===== src/rtl/button_pkg.sv =====
// Shared definitions for the button conditioning slice: debounce FSM
// state encoding and the default stability window.
package button_pkg;

  // Debounce FSM states. The encoding is exposed on the debug outputs.
  typedef enum logic [1:0] {
    STABLE_LO = 2'd0,
    PEND_HI   = 2'd1,
    STABLE_HI = 2'd2,
    PEND_LO   = 2'd3
  } db_state_e;

  // 10 ms stability window at a 12 MHz system clock.
  localparam int unsigned debounce_default_c = 120000;

endpackage : button_pkg


===== src/rtl/debounce_bit.sv =====
// Single-channel button conditioner: two-flop synchronizer, a four-state
// debounce FSM with a saturating stability counter, and registered
// level / press / release outputs.
module debounce_bit
  import button_pkg::*;
#(
  parameter int unsigned debounce_cycles_p = debounce_default_c
) (
  input  logic      clk_i,
  input  logic      reset_n_i,
  input  logic      button_async_unsafe_i,
  output logic      btn_o,
  output logic      press_o,
  output logic      release_o,
  output db_state_e state_o
);

  localparam int unsigned cnt_w = $clog2(debounce_cycles_p);
  localparam logic [cnt_w-1:0] cnt_max = cnt_w'(debounce_cycles_p - 1);

  logic             sync1_q;
  logic             sync2_q;
  db_state_e        state_q;
  db_state_e        state_n;
  logic [cnt_w-1:0] cnt_q;
  logic [cnt_w-1:0] cnt_n;
  logic             btn_q;
  logic             btn_n;
  logic             press_q;
  logic             press_n;
  logic             release_q;
  logic             release_n;

  // Two-flop synchronizer; only sync2_q is seen by the FSM.
  always_ff @(posedge clk_i or negedge reset_n_i) begin
    if (!reset_n_i) begin
      sync1_q <= 1'b0;
      sync2_q <= 1'b0;
    end else begin
      sync1_q <= button_async_unsafe_i;
      sync2_q <= sync1_q;
    end
  end

  // Next-state, counter and output decode. The counter is cleared on
  // entry to a pending state and stops at cnt_max, so it never wraps.
  always_comb begin
    state_n = state_q;
    cnt_n   = '0;
    unique case (state_q)
      STABLE_LO: begin
        if (sync2_q) state_n = PEND_HI;
      end
      PEND_HI: begin
        if (!sync2_q)            state_n = STABLE_LO;
        else if (cnt_q == cnt_max) state_n = STABLE_HI;
        else                     cnt_n   = cnt_q + cnt_w'(1);
      end
      STABLE_HI: begin
        if (!sync2_q) state_n = PEND_LO;
      end
      PEND_LO: begin
        if (sync2_q)             state_n = STABLE_HI;
        else if (cnt_q == cnt_max) state_n = STABLE_LO;
        else                     cnt_n   = cnt_q + cnt_w'(1);
      end
      default: begin
        state_n = STABLE_LO;
      end
    endcase
    btn_n     = (state_n == STABLE_HI) || (state_n == PEND_LO);
    press_n   = (state_q == PEND_HI) && (state_n == STABLE_HI);
    release_n = (state_q == PEND_LO) && (state_n == STABLE_LO);
  end

  // State, counter and registered outputs; reset abandons any pending edge.
  always_ff @(posedge clk_i or negedge reset_n_i) begin
    if (!reset_n_i) begin
      state_q   <= STABLE_LO;
      cnt_q     <= '0;
      btn_q     <= 1'b0;
      press_q   <= 1'b0;
      release_q <= 1'b0;
    end else begin
      state_q   <= state_n;
      cnt_q     <= cnt_n;
      btn_q     <= btn_n;
      press_q   <= press_n;
      release_q <= release_n;
    end
  end

  assign btn_o     = btn_q;
  assign press_o   = press_q;
  assign release_o = release_q;
  assign state_o   = state_q;

endmodule : debounce_bit


===== src/rtl/button_conditioner.sv =====
// Conditions width_p independent raw buttons into clean levels plus
// press/release pulses. Each channel is its own debounce_bit instance;
// per-channel FSM states are packed onto dbg_state_o (2 bits per channel).
module button_conditioner
  import button_pkg::*;
#(
  parameter int unsigned width_p           = 3,
  parameter int unsigned debounce_cycles_p = debounce_default_c
) (
  input  logic                   clk_i,
  input  logic                   reset_n_i,
  input  logic [width_p-1:0]     button_async_unsafe_i,
  output logic [width_p-1:0]     btn_o,
  output logic [width_p-1:0]     press_o,
  output logic [width_p-1:0]     release_o,
  output logic [2*width_p-1:0]   dbg_state_o
);

  for (genvar g = 0; g < int'(width_p); g++) begin : g_chan
    db_state_e state_w;

    debounce_bit #(
      .debounce_cycles_p(debounce_cycles_p)
    ) u_debounce_bit (
      .clk_i                (clk_i),
      .reset_n_i            (reset_n_i),
      .button_async_unsafe_i(button_async_unsafe_i[g]),
      .btn_o                (btn_o[g]),
      .press_o              (press_o[g]),
      .release_o            (release_o[g]),
      .state_o              (state_w)
    );

    assign dbg_state_o[2*g +: 2] = state_w;
  end

endmodule : button_conditioner


===== config.mk =====
export PLATFORM = sky130hd
export DESIGN_NAME = button_conditioner
export DESIGN_NICKNAME = d
export VERILOG_FILES = /design/src/rtl/button_pkg.sv /design/src/rtl/debounce_bit.sv /design/src/rtl/button_conditioner.sv
export SDC_FILE = /design/constraint.sdc
export NUM_CORES = 1
export LEC_CHECK = 0
export CORE_MARGIN = 10
export CORE_UTILIZATION = 45
export DETAILED_ROUTE_END_ITERATION = 8
export GPL_TIMING_DRIVEN = 0
export REMOVE_ABC_BUFFERS = 1
export SLEW_MARGIN = 15
export SYNTH_ARGS = -nofsm -noshare
export SYNTH_HDL_FRONTEND = slang
export SYNTH_SLANG_ARGS = --single-unit

===== constraint.sdc =====
create_clock -name clk_i -period 2.54 [get_ports clk_i]
set_input_delay 0.508 -clock clk_i [delete_from_list [all_inputs] [get_ports clk_i]]
set_output_delay 0.508 -clock clk_i [all_outputs]
set_load 0.005 [all_outputs]

### Word-level counts from Yosys, hierarchy flattened

Index checks and enable logic that the tools add are counted.

* register bits after elaboration: 72
* logic and storage cells: 90

* add/subtract/negate cells: 3
* equal/unequal tests: 18
* multiplexer cells: 33
* reductions and logical operators: 15

Operators with widths (count)
* 17-bit two-way mux: 9
* 17-bit case mux with 2 select lines: 3
* 17-bit by 1-bit adder with 17-bit output (second input constant): 3
* 17-bit equality test (second input constant): 3
* 2-bit two-way mux: 18
* 2-bit equality test (second input constant): 12
* 2-bit case mux with 4 select lines: 3
* 2-bit zero test: 6
* 2-bit by 1-bit equality test with 1-bit output (second input constant): 3
* 1-bit logical AND: 6
* 1-bit logical OR: 3

### Logic depth before layout (Yosys ltp)

Gate-level depths: netlist of run 1.

* depth after elaboration: 6
* gate-level depth with buffers: 6

### Hierarchy

Synthesis of run 1 repeated with hierarchy kept, for this count alone.

* cells, all modules: 300
* area total of the unflattened synthesis: 3363.2 um^2

By module, submodules not included
* debounce_bit: times used 3, cells each 100, area an instance 1121.1 um^2, seq. area each 575.6 um^2

### Worst setup path before layout of run 1

Ideal clock, no wire load.

* path type: reg-to-reg
* start point: reg g_chan[1].u_debounce_bit.cnt_q[0]
* end point: reg g_chan[1].u_debounce_bit.cnt_q[16]
* data arrival time: 1759 ps
* required time: 2462 ps
* slack: 702 ps
* stages on the path, launching flop included: 6
* period minus slack after synthesis: 1838 ps
* path through: dfrtp_1 -> ha_1 -> nand4_2 -> or4_4 -> or3_1 -> a21oi_1

* cells in the longest elaborated chain, start to end: 4
* elaborated cells between the ends (all ways): 6

RTL lines
* from (decl): line debounce_bit.sv:25 `logic [cnt_w-1:0] cnt_q;`
* from (signal assigned): line debounce_bit.sv:86 `cnt_q <= cnt_n;`
* 17-bit by 1-bit adder with 17-bit output or 17-bit equality test (tied branches)
* 17-bit two-way mux (*): line debounce_bit.sv:56, debounce_bit.sv:64
* 17-bit two-way mux, on equally long branches: line debounce_bit.sv:63, debounce_bit.sv:55
* 17-bit case mux with 2 select lines (*): line debounce_bit.sv:50 `unique case (state_q)`
* via g_chan[1].u_debounce_bit.cnt_n[16]: line debounce_bit.sv:26 `logic [cnt_w-1:0] cnt_n;`

The timed path passes the listed nets; every way through them passes the cells marked *.

### Worst setup path after layout of run 1

* start point: reg g_chan[2].u_debounce_bit.cnt_q[14]
* end point: reg g_chan[2].u_debounce_bit.cnt_q[9]

* cells in the longest elaborated chain, start to end: 4
* elaborated cells between the ends (all ways): 5

RTL lines (line)
* from (decl): debounce_bit.sv:25
* from (signal assigned): debounce_bit.sv:86
* 17-bit equality test (*): debounce_bit.sv:56, debounce_bit.sv:64
* 17-bit two-way mux (*): debounce_bit.sv:56, debounce_bit.sv:64
* 17-bit two-way mux, on equally long branches: debounce_bit.sv:63, debounce_bit.sv:55
* 17-bit case mux with 2 select lines (*): debounce_bit.sv:50
* via g_chan[2].u_debounce_bit.cnt_n[9]: debounce_bit.sv:26

Marked as above.

==> impl_metrics.env, run 1 <==
export IMPL_status="completed"
export IMPL_worstHoldStart="g_chan[2].u_debounce_bit.sync1_q$_DFF_PN0_"
export IMPL_first_pass_iters=6
export IMPL_cap_violations=0
export IMPL_p_leak_nw=1.506
export IMPL_critPathMaxStageDelay_ns=0.65
export IMPL_worstHoldPathCells=0
export IMPL_synth_area_top_cells="dfrtp_1 54%, xnor2_1 6.1%, nor2_1 5.9%, xor2_1 5.3%, nand3_1 2.9%"
export IMPL_clkLatencyLatePin_ns=0.34
export IMPL_slew_headroom_pct=50.30
export IMPL_drt_vias_per_instance=5.175
export IMPL_ioPinCount=20
export IMPL_min_to="g_chan[2].u_debounce_bit.sync2_q$_DFF_PN0_"
export IMPL_synth_largest_area_cell="dfrtp_1"
export IMPL_grt_pass1_vias=2131
export IMPL_dr_wl_met2_um=2611
export IMPL_io_buffers=19
export IMPL_place_gp_congestion=0.7615
export IMPL_rsz0062_at_grt="no"
export IMPL_synth_compound_area_share_pct=2.345
export IMPL_synth_area_mm2=0.003308
export IMPL_cts_made_buffers=9
export IMPL_final_layout_size_suffix_gt1_share_pct=9.091
export IMPL_wl_met3_um=209
export IMPL_synthCells=309
export IMPL_num_rows=31
export IMPL_grt_pass1_wl_um=10020
export IMPL_die_w_um=105.7
export IMPL_synth_simple_area_share_pct=24.47
export IMPL_p_per_area_mw_per_mm2=562.7
export IMPL_worst_ir_drop_vdd_v=0.0002663
export IMPL_synth_area_mux_share_pct=2.269
export IMPL_synth_seq_area_share_pct=54.46
export IMPL_cp_max_fo=17
export IMPL_crit_arrival_ns=2.24
export IMPL_cp_start_kind="register"
export IMPL_fp_dieArea_mm2=0.01118
export IMPL_hold_viol=0
export IMPL_cts_resized=0
export IMPL_layout_setup_ws_ns=0.4980
export IMPL_clockBufferDepth=2
export IMPL_met1_length_um=2860
export IMPL_reg2reg_depth=4
export IMPL_synth_avg_cell_area_um2=10.71
export IMPL_drc=0
export IMPL_setup_viol=0
export IMPL_die_h_um=105.7
export IMPL_reg2reg_slack_ns=0.50
export IMPL_ys_types=34
export IMPL_critPathKind="register to register"
export IMPL_hpwl_um=3848
export IMPL_wl_per_cell_um=13.51
export IMPL_routed_wl_um=5795
export IMPL_antenna_left=0
export IMPL_top_layer="met4"
export IMPL_fin_nets=333
export IMPL_ys_ff_latch=72
export IMPL_hold_path_class="register to register"
export IMPL_grt_max_degree=62
export IMPL_fin_crit_ns=2.042
export IMPL_async_flop_share_pct=100.0
export IMPL_period_share_pct=80.39
export IMPL_fmax_mhz=489.7
export IMPL_cts_sinks=72
export IMPL_cts_tree="yes"
export IMPL_synth_edf_count=0
export IMPL_r2r_start="g_chan[2].u_debounce_bit.cnt_q[14]$_DFF_PN0_"
export IMPL_crit_path_end_kind="register"
export IMPL_fp_coreArea_mm2=0.007214
export IMPL_synth_adder_area_share_pct=1.135
export IMPL_clkTransAtPathRegs_ns=0.07
export IMPL_synth_ff_type="dfrtp_1"
export IMPL_cts_root_buf="clkbuf_8"
export IMPL_synth_top_family_by_area="simple AND/OR/NAND/NOR gates"
export IMPL_area_delta_synth_final_pct=12.97
export IMPL_grtUsageTotal_pct=10.82
export IMPL_r2r_end="g_chan[2].u_debounce_bit.cnt_q[9]$_DFF_PN0_"
export IMPL_crit_chain="nand2_1 > or4b_2 > o211ai_2 > nor2_1"
export IMPL_drt_iter0_drc=76
export IMPL_yosys_warnings=0
export IMPL_slowest_stage="or4b_2"
export IMPL_drv_slew=0
export IMPL_antenna_found_initial=0
export IMPL_grt_overflow=0
export IMPL_cts_htree_levels=3
export IMPL_synth_xor_area_share_pct=11.38
export IMPL_dpl_worst_slack_ns=0.4846
export IMPL_diodes=0
export IMPL_finish_utilization_pct=51.80
export IMPL_initial_core_util_pct=45.86
export IMPL_worst_slew_pin_slew_ns=0.7433
export IMPL_finClkSkew_ns=0.005828
export IMPL_num_vias=2220
export IMPL_synth_top_area_share_pct=54.46
export IMPL_critPathRequiredTime_ns=2.74
-- flip-flops by register name (all words and copies together) (netlist names) --
register and cells:
g_chan.u_debounce_bit.btn_o 3, g_chan.u_debounce_bit.cnt_q 51, g_chan.u_debounce_bit.press_o 3, g_chan.u_debounce_bit.release_o 3
g_chan.u_debounce_bit.state_o 6, g_chan.u_debounce_bit.sync1_q 3, g_chan.u_debounce_bit.sync2_q 3
-- metal layers --
layer  up-vias  global-route usage (%)
met5         -                       0
met4         0                   5.803
met3        11                   3.167
met2        33                   15.86
met1      1083                   14.08
li1       1093                       -
-- report_power, final --
part / internal [mW] / switching [mW] / leakage, nW / total (mW)
sequential: 1.16 / 0.0122 / 0.982 / 1.17
clock: 0.448 / 0.420 / 0.0920 / 0.868
combinational: 0.0229 / 0.0426 / 0.431 / 0.0655
total: 1.63 / 0.474 / 1.51 / 2.10
-- layout make-up --
type	instances	area, um2
flip-flops and latches	72	1802
clock buffers	10	127.6
clock inverters	6	60.06
inverters	6	22.52
repair buffers	21	225.2
well taps	99	123.9
fillers	668	3477
multi-input cells	215	1376
-- cells in the mapped netlist (all sizes together), types with 2 or more instances --
cell type	n
a21oi	5
and2	3
and3	5
and4	4
buf	14
clkbuf	2
dfrtp	72
ha	3
inv	6
mux2	6
nand2	15
nand3	20
nand4	13
nand4b	3
nor2	52
nor3	7
nor3b	6
nor4	8
o211ai	2
o21ai	4
or3	5
or4	5
or4b	3
xnor2	23
xor2	20
-- layout by cell type, fill, tap and decap left out, types with 8 or more instances in the layout --
master,n
clkbuf_8,9
xnor2_1,23
xor2_1,20
clkdlybuf4s50_1,18
nor4_1,8
nor2_1,52
nand3_1,19
nand2_1,15
dfrtp_1,72
nand4_1,12
-- worst max-delay path by stage --
stage	startpoint	endpoint	slack (ns)
floorplan	g_chan[1].u_debounce_bit.cnt_q[0]$_DFF_PN0_	g_chan[1].u_debounce_bit.cnt_q[16]$_DFF_PN0_	0.70
global placement	reset_n_i	g_chan[2].u_debounce_bit.press_o$_DFF_PN0_	-1.52
detailed placement	g_chan[2].u_debounce_bit.cnt_q[14]$_DFF_PN0_	g_chan[2].u_debounce_bit.cnt_q[9]$_DFF_PN0_	0.48
CTS	g_chan[2].u_debounce_bit.cnt_q[14]$_DFF_PN0_	g_chan[2].u_debounce_bit.cnt_q[9]$_DFF_PN0_	0.47
global route	g_chan[2].u_debounce_bit.cnt_q[14]$_DFF_PN0_	g_chan[2].u_debounce_bit.cnt_q[8]$_DFF_PN0_	0.35
finish	g_chan[2].u_debounce_bit.cnt_q[14]$_DFF_PN0_	g_chan[2].u_debounce_bit.cnt_q[9]$_DFF_PN0_	0.50
-- critical path, delay by kind of cell, from the launching register on --
family	cells	cell delay (ns)
simple gates	3	0.86
compound gates	1	0.62
flops	1	0.41
-- metrics by stage --
| stage | hold slack, ns | instances | setup TNS, ns | area, um2 | power (mW) |
|---|---|---|---|---|---|
| finish | 0.3538 | 429 | 0 | 3737 | 2.103 |
| global route | 0.3620 | 429 | 0 | 3737 | 2.189 |
| detailed placement | 0.3397 | 412 | 0 | 3540 | 1.260 |
| global placement | 0.3346 | 411 | -108.78 | 3515 | 1.254 |
| floorplan | 0.2124 | 293 | 0 | 3201 | 1.211 |
| CTS | 0.3559 | 429 | 0 | 3737 | 2.138 |
-- logic make-up (layout without fill, tap and decap cells) --
group                    count (synthesis)  after routing
adder cells (fa/ha/maj)                  3              3
flip-flops                              72             72
AND/OR/NAND/NOR                        151            151
AO/OA/AOI/OAI                           12             12
multiplexers                             6              6
buffers and inverters                   22             43
XOR/XNOR                                43             43
-- repair_timing --
item                      4_1_cts  5_1_grt
buffers inserted                0        0
hold buffers                    1        0
hold endpoints to repair       11        0
Power figures use the tool's default switching activity.
==> run 2, diff against run 1 <==
Clock period 2.54 ns to 2.1 ns, I/O delays scaled along.
==> run 2 against run 1 <==
Power rose by 21%. Hold slack barely moved. Cell count rose by 0.23%. Routed wire length rose by 0.78%. Sequential share of layout area fell by 0.48 points. First-iteration DRC count fell by 13%. Combinational power rose by 25%. Die area did not move. Core utilization rose by 0.52 points. Setup slack got worse by 0.40 ns. Largest cell class unchanged.
==> impl_metrics.env, run 2 (synthesis results as in run 1) <==
export IMPL_status="completed"
export IMPL_wl_per_cell_um=13.58
export IMPL_antenna_left=0
export IMPL_slew_headroom_pct=65.90
export IMPL_cts_tree="yes"
export IMPL_grt_overflow=0
export IMPL_cts_htree_levels=3
export IMPL_hpwl_um=3848
export IMPL_cap_violations=0
export IMPL_p_per_area_mw_per_mm2=675.5
export IMPL_fp_coreArea_mm2=0.007214
export IMPL_grtUsageTotal_pct=10.82
export IMPL_hold_viol=0
export IMPL_worstHoldStart="g_chan[2].u_debounce_bit.sync1_q$_DFF_PN0_"
export IMPL_clkLatencyLatePin_ns=0.34
export IMPL_min_to="g_chan[2].u_debounce_bit.sync2_q$_DFF_PN0_"
export IMPL_diodes=0
export IMPL_grt_max_degree=62
export IMPL_routed_wl_um=5840
export IMPL_critical_path_top_delay_family="simple AND/OR/NAND/NOR gates"
export IMPL_numPlacedInstances=412
export IMPL_fp_dieArea_mm2=0.01118
export IMPL_die_h_um=105.7
export IMPL_clkTransAtPathRegs_ns=0.07
export IMPL_num_vias=2218
export IMPL_p_comb_share_pct=3.2
export IMPL_critPathRequiredTime_ns=2.37
export IMPL_grt_pass1_vias=2131
export IMPL_grt_pass1_wl_um=10020
export IMPL_cp_start_kind="register"
export IMPL_period_share_pct=95.17
export IMPL_dpl_cell_area_mm2=0.003540
export IMPL_fmax_mhz=500.4
export IMPL_wl_met3_um=232
export IMPL_die_w_um=105.7
export IMPL_finish_utilization_pct=52.32
export IMPL_crit_chain="ha_1 > nand4_2 > or4_4 > or3_1 > a21oi_1"
export IMPL_dr_wl_met2_um=2589
export IMPL_reg2reg_slack_ns=0.10
export IMPL_r2r_start="g_chan[1].u_debounce_bit.cnt_q[0]$_DFF_PN0_"
export IMPL_antenna_found_initial=0
export IMPL_critPathMaxStageDelay_ns=0.60
export IMPL_worst_slew_pin_slew_ns=0.5091
export IMPL_clockBufferDepth=2
export IMPL_instances_no_fill=430
export IMPL_first_pass_iters=4
export IMPL_worstHoldPathCells=0
export IMPL_ioPinCount=20
export IMPL_drt_iter0_drc=66
export IMPL_slowest_stage="or4_4"
export IMPL_num_rows=31
export IMPL_power_frac_clock_pct=41.3
export IMPL_path_buf_inv=0
export IMPL_initial_core_util_pct=45.86
export IMPL_fillers=663
export IMPL_place_gp_congestion=0.7615
export IMPL_area_delta_synth_final_pct=14.11
export IMPL_cts_made_buffers=9
export IMPL_fin_nets=334
export IMPL_top_register="g_chan.u_debounce_bit.cnt_q"
export IMPL_drc=0
export IMPL_reg2reg_depth=5
export IMPL_hold_path_class="register to register"
export IMPL_io_buffers=19
export IMPL_r2r_end="g_chan[1].u_debounce_bit.cnt_q[16]$_DFF_PN0_"
export IMPL_finClkSkew_ns=0.004884
export IMPL_cts_root_buf="clkbuf_8"
export IMPL_final_common_cell="dfrtp_1"
export IMPL_p_sw_share_pct=22.69
export IMPL_cp_max_fo=6
export IMPL_p_leak_nw=1.535
export IMPL_critPathKind="register to register"
export IMPL_final_layout_size_suffix_gt1_share_pct=9.668
export IMPL_final_area_mm2=0.003775
export IMPL_crit_path_end_kind="register"
export IMPL_dpl_worst_slack_ns=0.04464
export IMPL_met1_length_um=2889
export IMPL_p_total_mw=2.550
export IMPL_power_frac_seq_pct=55.5
export IMPL_top_layer="met4"
export IMPL_crit_arrival_ns=2.27
export IMPL_setup_viol=0
export IMPL_final_cell_mix="72 x dfrtp_1, 52 x nor2_1, 23 x xnor2_1, 20 x xor2_1, 19 x nand3_1"
export IMPL_rsz0062_at_grt="yes"
export IMPL_layout_setup_ws_ns=0.1014
export IMPL_fin_crit_ns=1.999
export IMPL_drt_vias_per_instance=5.158
export IMPL_p_switching_mw=0.5786
export IMPL_cts_sinks=72
export IMPL_drv_slew=0
export IMPL_worst_ir_drop_vdd_v=0.0003162
export IMPL_internal_power_mw=1.971
export IMPL_largest_register_ffs=51
## run 2: repair_timing
| item | 4_1_cts | 5_1_grt |
|---|---|---|
| hold buffers | 1 | 0 |
| gates resized for setup | 0 | 4 |
| hold endpoints to repair | 11 | 0 |
| setup buffers | 0 | 1 |
| setup endpoints to repair | 0 | 31 |
## run 2: worst max path at each step
stage	from	end	slack, ns	cells after the start
after detailed placement	g_chan[2].u_debounce_bit.cnt_q[14]$_DFF_PN0_	g_chan[2].u_debounce_bit.cnt_q[9]$_DFF_PN0_	0.04	4
after global routing	g_chan[1].u_debounce_bit.cnt_q[0]$_DFF_PN0_	g_chan[1].u_debounce_bit.btn_o$_DFF_PN0_	-0.002	5
after global placement	reset_n_i	g_chan[2].u_debounce_bit.press_o$_DFF_PN0_	-1.87	1
after CTS	g_chan[2].u_debounce_bit.cnt_q[14]$_DFF_PN0_	g_chan[2].u_debounce_bit.cnt_q[9]$_DFF_PN0_	0.03	4
after floorplan	g_chan[1].u_debounce_bit.cnt_q[0]$_DFF_PN0_	g_chan[1].u_debounce_bit.cnt_q[16]$_DFF_PN0_	0.26	5
final	g_chan[1].u_debounce_bit.cnt_q[0]$_DFF_PN0_	g_chan[1].u_debounce_bit.cnt_q[16]$_DFF_PN0_	0.10	5
## run 2: layout make-up
cell class	instances	area (um2)	share of cell area, %
multi-input combinational	215	1406	37.26
inverter	6	22.52	0.5966
timing repair buffer	22	232.7	6.165
tap	99	123.9	3.281
sequential	72	1802	47.73
clock buffer	10	127.6	3.381
clock inverter	6	60.06	1.591
## run 2: metrics by stage
stage,hold slack [ns],TNS [ns]
finish,0.3539,0
global route,0.3620,-0.002190
CTS,0.3559,0
detailed placement,0.2826,0
global placement,0.3346,-134.12
floorplan,0.1244,0
## run 2: worst reg2reg max path: stages, from the launching register on
cell and delay (ns):
dfrtp_1 0.42, ha_1 0.24, nand4_2 0.21, or4_4 0.60, or3_1 0.32, a21oi_1 0.14
## run 2: routing by layer
layer,vias to the layer above,track usage [%]
met3,14,3.167
met1,1079,14.08
li1,1094,-
met4,0,5.803
met2,31,15.86
met5,-,0
## run 2: power by group through the flow
stage | clock (mW) | combinational, mW | sequential (mW)
after detailed placement | 0 | 0.0817 | 1.44
after CTS | 1.09 | 0.0833 | 1.41
after floorplan | 0 | 0.0254 | 1.44
final | 1.05 | 0.0820 | 1.42
after global routing | 1.14 | 0.0946 | 1.42
after global placement | 0 | 0.0746 | 1.44
==> run 3, diff against run 2 <==
Settings changed: CORE_UTILIZATION 45 to 59, PLACE_DENSITY_LB_ADDON set to 0.3, REMOVE_ABC_BUFFERS 1 to not set.
==> run 3 against run 2 <==
Sequential cell count stayed put. Maximum frequency is 1.2% lower. Sequential share of layout area is 0.67 points lower. Cell area is 1.4% higher. Via count is 2.7% higher. Clock skew is 0.0042 ns higher. Non-clock buffer count is 15 higher. Register-to-register slack worse by 0.02 ns. Clock power hardly changed. Critical path depth stayed put.
==> impl_metrics.env, run 3 (synthesis results as in run 1) <==
export IMPL_status="completed"
export IMPL_initial_core_util_pct=60.45
export IMPL_drt_vias_per_instance=5.447
export IMPL_p_per_area_mw_per_mm2=666.4
export IMPL_first_pass_iters=4
export IMPL_grt_pass1_wl_um=9887
export IMPL_final_cell_mix="72 x dfrtp_1, 52 x nor2_1, 23 x xnor2_1, 20 x xor2_1, 19 x nand3_1"
export IMPL_wl_per_cell_um=13.67
export IMPL_period_share_pct=96.31
export IMPL_fmax_mhz=494.4
export IMPL_fp_coreArea_mm2=0.005473
export IMPL_fin_nets=349
export IMPL_p_comb_share_pct=3.2
export IMPL_p_sw_share_pct=22.49
export IMPL_grt_max_degree=56
export IMPL_cts_sinks=72
export IMPL_drv_slew=0
export IMPL_grtUsageTotal_pct=13.65
export IMPL_cp_start_kind="register"
export IMPL_cts_root_buf="clkbuf_8"
export IMPL_drc=0
export IMPL_synth_nets=317
export IMPL_busiest_layer="met2"
export IMPL_critPathRequiredTime_ns=2.36
export IMPL_die_w_um=94.88
export IMPL_num_rows=27
export IMPL_p_leak_nw=1.580
export IMPL_crit_arrival_ns=2.28
export IMPL_io_buffers=19
export IMPL_fin_crit_ns=2.023
export IMPL_grt_use_met3_pct=3.331
export IMPL_internal_power_mw=1.978
export IMPL_finish_utilization_pct=69.96
export IMPL_place_gp_congestion=0.7996
export IMPL_routed_wl_um=5714
export IMPL_power_frac_clock_pct=41.3
export IMPL_critPathKind="register to register"
export IMPL_worst_slew_pin_slew_ns=0.4193
export IMPL_grt_pass1_vias=2259
export IMPL_rsz0062_at_grt="yes"
export IMPL_slew_headroom_pct=72.05
export IMPL_p_total_mw=2.551
export IMPL_die_h_um=94.88
export IMPL_finClkSkew_ns=0.009049
export IMPL_p_switching_mw=0.5737
export IMPL_hpwl_um=4055
export IMPL_cts_htree_levels=3
export IMPL_clockBufferDepth=2
export IMPL_hold_viol=0
export IMPL_grt_use_met1_pct=16.23
export IMPL_setup_viol=0
export IMPL_hold_path_class="register to register"
export IMPL_grt_overflow=0
export IMPL_area_delta_synth_final_pct=15.73
export IMPL_fillers=421
export IMPL_fp_dieArea_mm2=0.009002
export IMPL_final_common_cell="dfrtp_1"
export IMPL_holdWs_ns=0.3521
export IMPL_diodes=0
export IMPL_worst_ir_drop_vdd_v=0.0004943
export IMPL_drt_iter0_drc=138
export IMPL_antenna_found_initial=0
export IMPL_power_frac_seq_pct=55.5
export IMPL_clkLatencyLatePin_ns=0.33
export IMPL_cts_made_buffers=9
export IMPL_cts_tree="yes"
export IMPL_final_layout_size_suffix_gt1_share_pct=13.58
export IMPL_cap_violations=0
export IMPL_crit_path_end_kind="register"
export IMPL_use_met2_pct=22.31
export IMPL_top_register="g_chan.u_debounce_bit.cnt_q"
export IMPL_largest_register_ffs=51
export IMPL_clkTransAtPathRegs_ns=0.07
export IMPL_antenna_left=0
export IMPL_cp_max_fo=6
export IMPL_num_vias=2277
export IMPL_ioPinCount=20
run 3: cell count changes in the layout (fill, tap and decap cells not counted), moves of 2 or more:
| cell | delta |
|---|---|
| o211ai_4 | -2 |
| o211ai_2 | +2 |
| clkinv_4 | +2 |
| buf_2 | +2 |
| buf_4 | +11 |
run 3: worst max-delay path, stage by stage (launching register included):
cell and delay (ns):
dfrtp_1 0.42, ha_2 0.25, nand4_2 0.21, or4_4 0.60
or3_1 0.32, a21oi_1 0.15
run 3: worst paths after layout:
check | from | end | slack (ns) | cells past startpoint
hold / removal | g_chan[2].u_debounce_bit.sync1_q$_DFF_PN0_ | g_chan[2].u_debounce_bit.sync2_q$_DFF_PN0_ | 0.35 | 0
setup / recovery | g_chan[1].u_debounce_bit.cnt_q[0]$_DFF_PN0_ | g_chan[1].u_debounce_bit.cnt_q[16]$_DFF_PN0_ | 0.08 | 5
setup reg to reg | g_chan[1].u_debounce_bit.cnt_q[0]$_DFF_PN0_ | g_chan[1].u_debounce_bit.cnt_q[16]$_DFF_PN0_ | 0.08 | 5
min in group asynchronous | reset_n_i | g_chan[0].u_debounce_bit.cnt_q[7]$_DFF_PN0_ | 0.50 | 2
max in group asynchronous | reset_n_i | g_chan[0].u_debounce_bit.cnt_q[13]$_DFF_PN0_ | 1.06 | 3
hold reg to reg | g_chan[2].u_debounce_bit.sync1_q$_DFF_PN0_ | g_chan[2].u_debounce_bit.sync2_q$_DFF_PN0_ | 0.35 | 0
run 3: power by group through the flow:
stage                     registers (mW)  logic, mW  clock network, mW
after floorplan                     1.44     0.0287                  0
after global placement              1.44     0.0764                  0
after detailed placement            1.44     0.0833                  0
after CTS                           1.41     0.0851               1.09
after global routing                1.42     0.0935               1.14
final                               1.41     0.0818               1.05
run 3: layer usage:
metal	share of wire, %	vias to the layer above
met5	0	-
met1	45	1103
li1	-	1131
met3	4.5	7
met2	49	36
met4	1.5	0
run 3: cell type report:
class	count	area (um2)	share of cell area [%]
Timing Repair Buffer	21	225.2	5.882
Inverter	6	22.52	0.5882
Sequential cell	72	1802	47.06
Clock inverter	7	72.57	1.895
Clock buffer	9	123.9	3.235
Multi-Input combinational cell	215	1385	36.18
Tap cell	72	90.09	2.353
Buffer	16	107.6	2.810
run 3: timing repair:
action	4_1_cts	5_1_grt
hold buffers	1	0
setup endpoints to repair	0	22
hold endpoints to repair	17	0
gates resized for setup	0	3
setup buffers	0	0
run 3: metrics by stage:
step / TNS (ns) / setup WS (ns) / std cells / instance area (um2)
2_1_floorplan: 0 / 0.2625 / 309 / 3308
3_3_place_gp: -124.19 / -1.729 / 400 / 3588
3_5_place_dp: 0 / 0.08806 / 401 / 3613
4_1_cts: 0 / 0.07777 / 418 / 3820
5_1_grt: -0.1422 / -0.03034 / 418 / 3829
6_report: 0 / 0.07748 / 418 / 3829
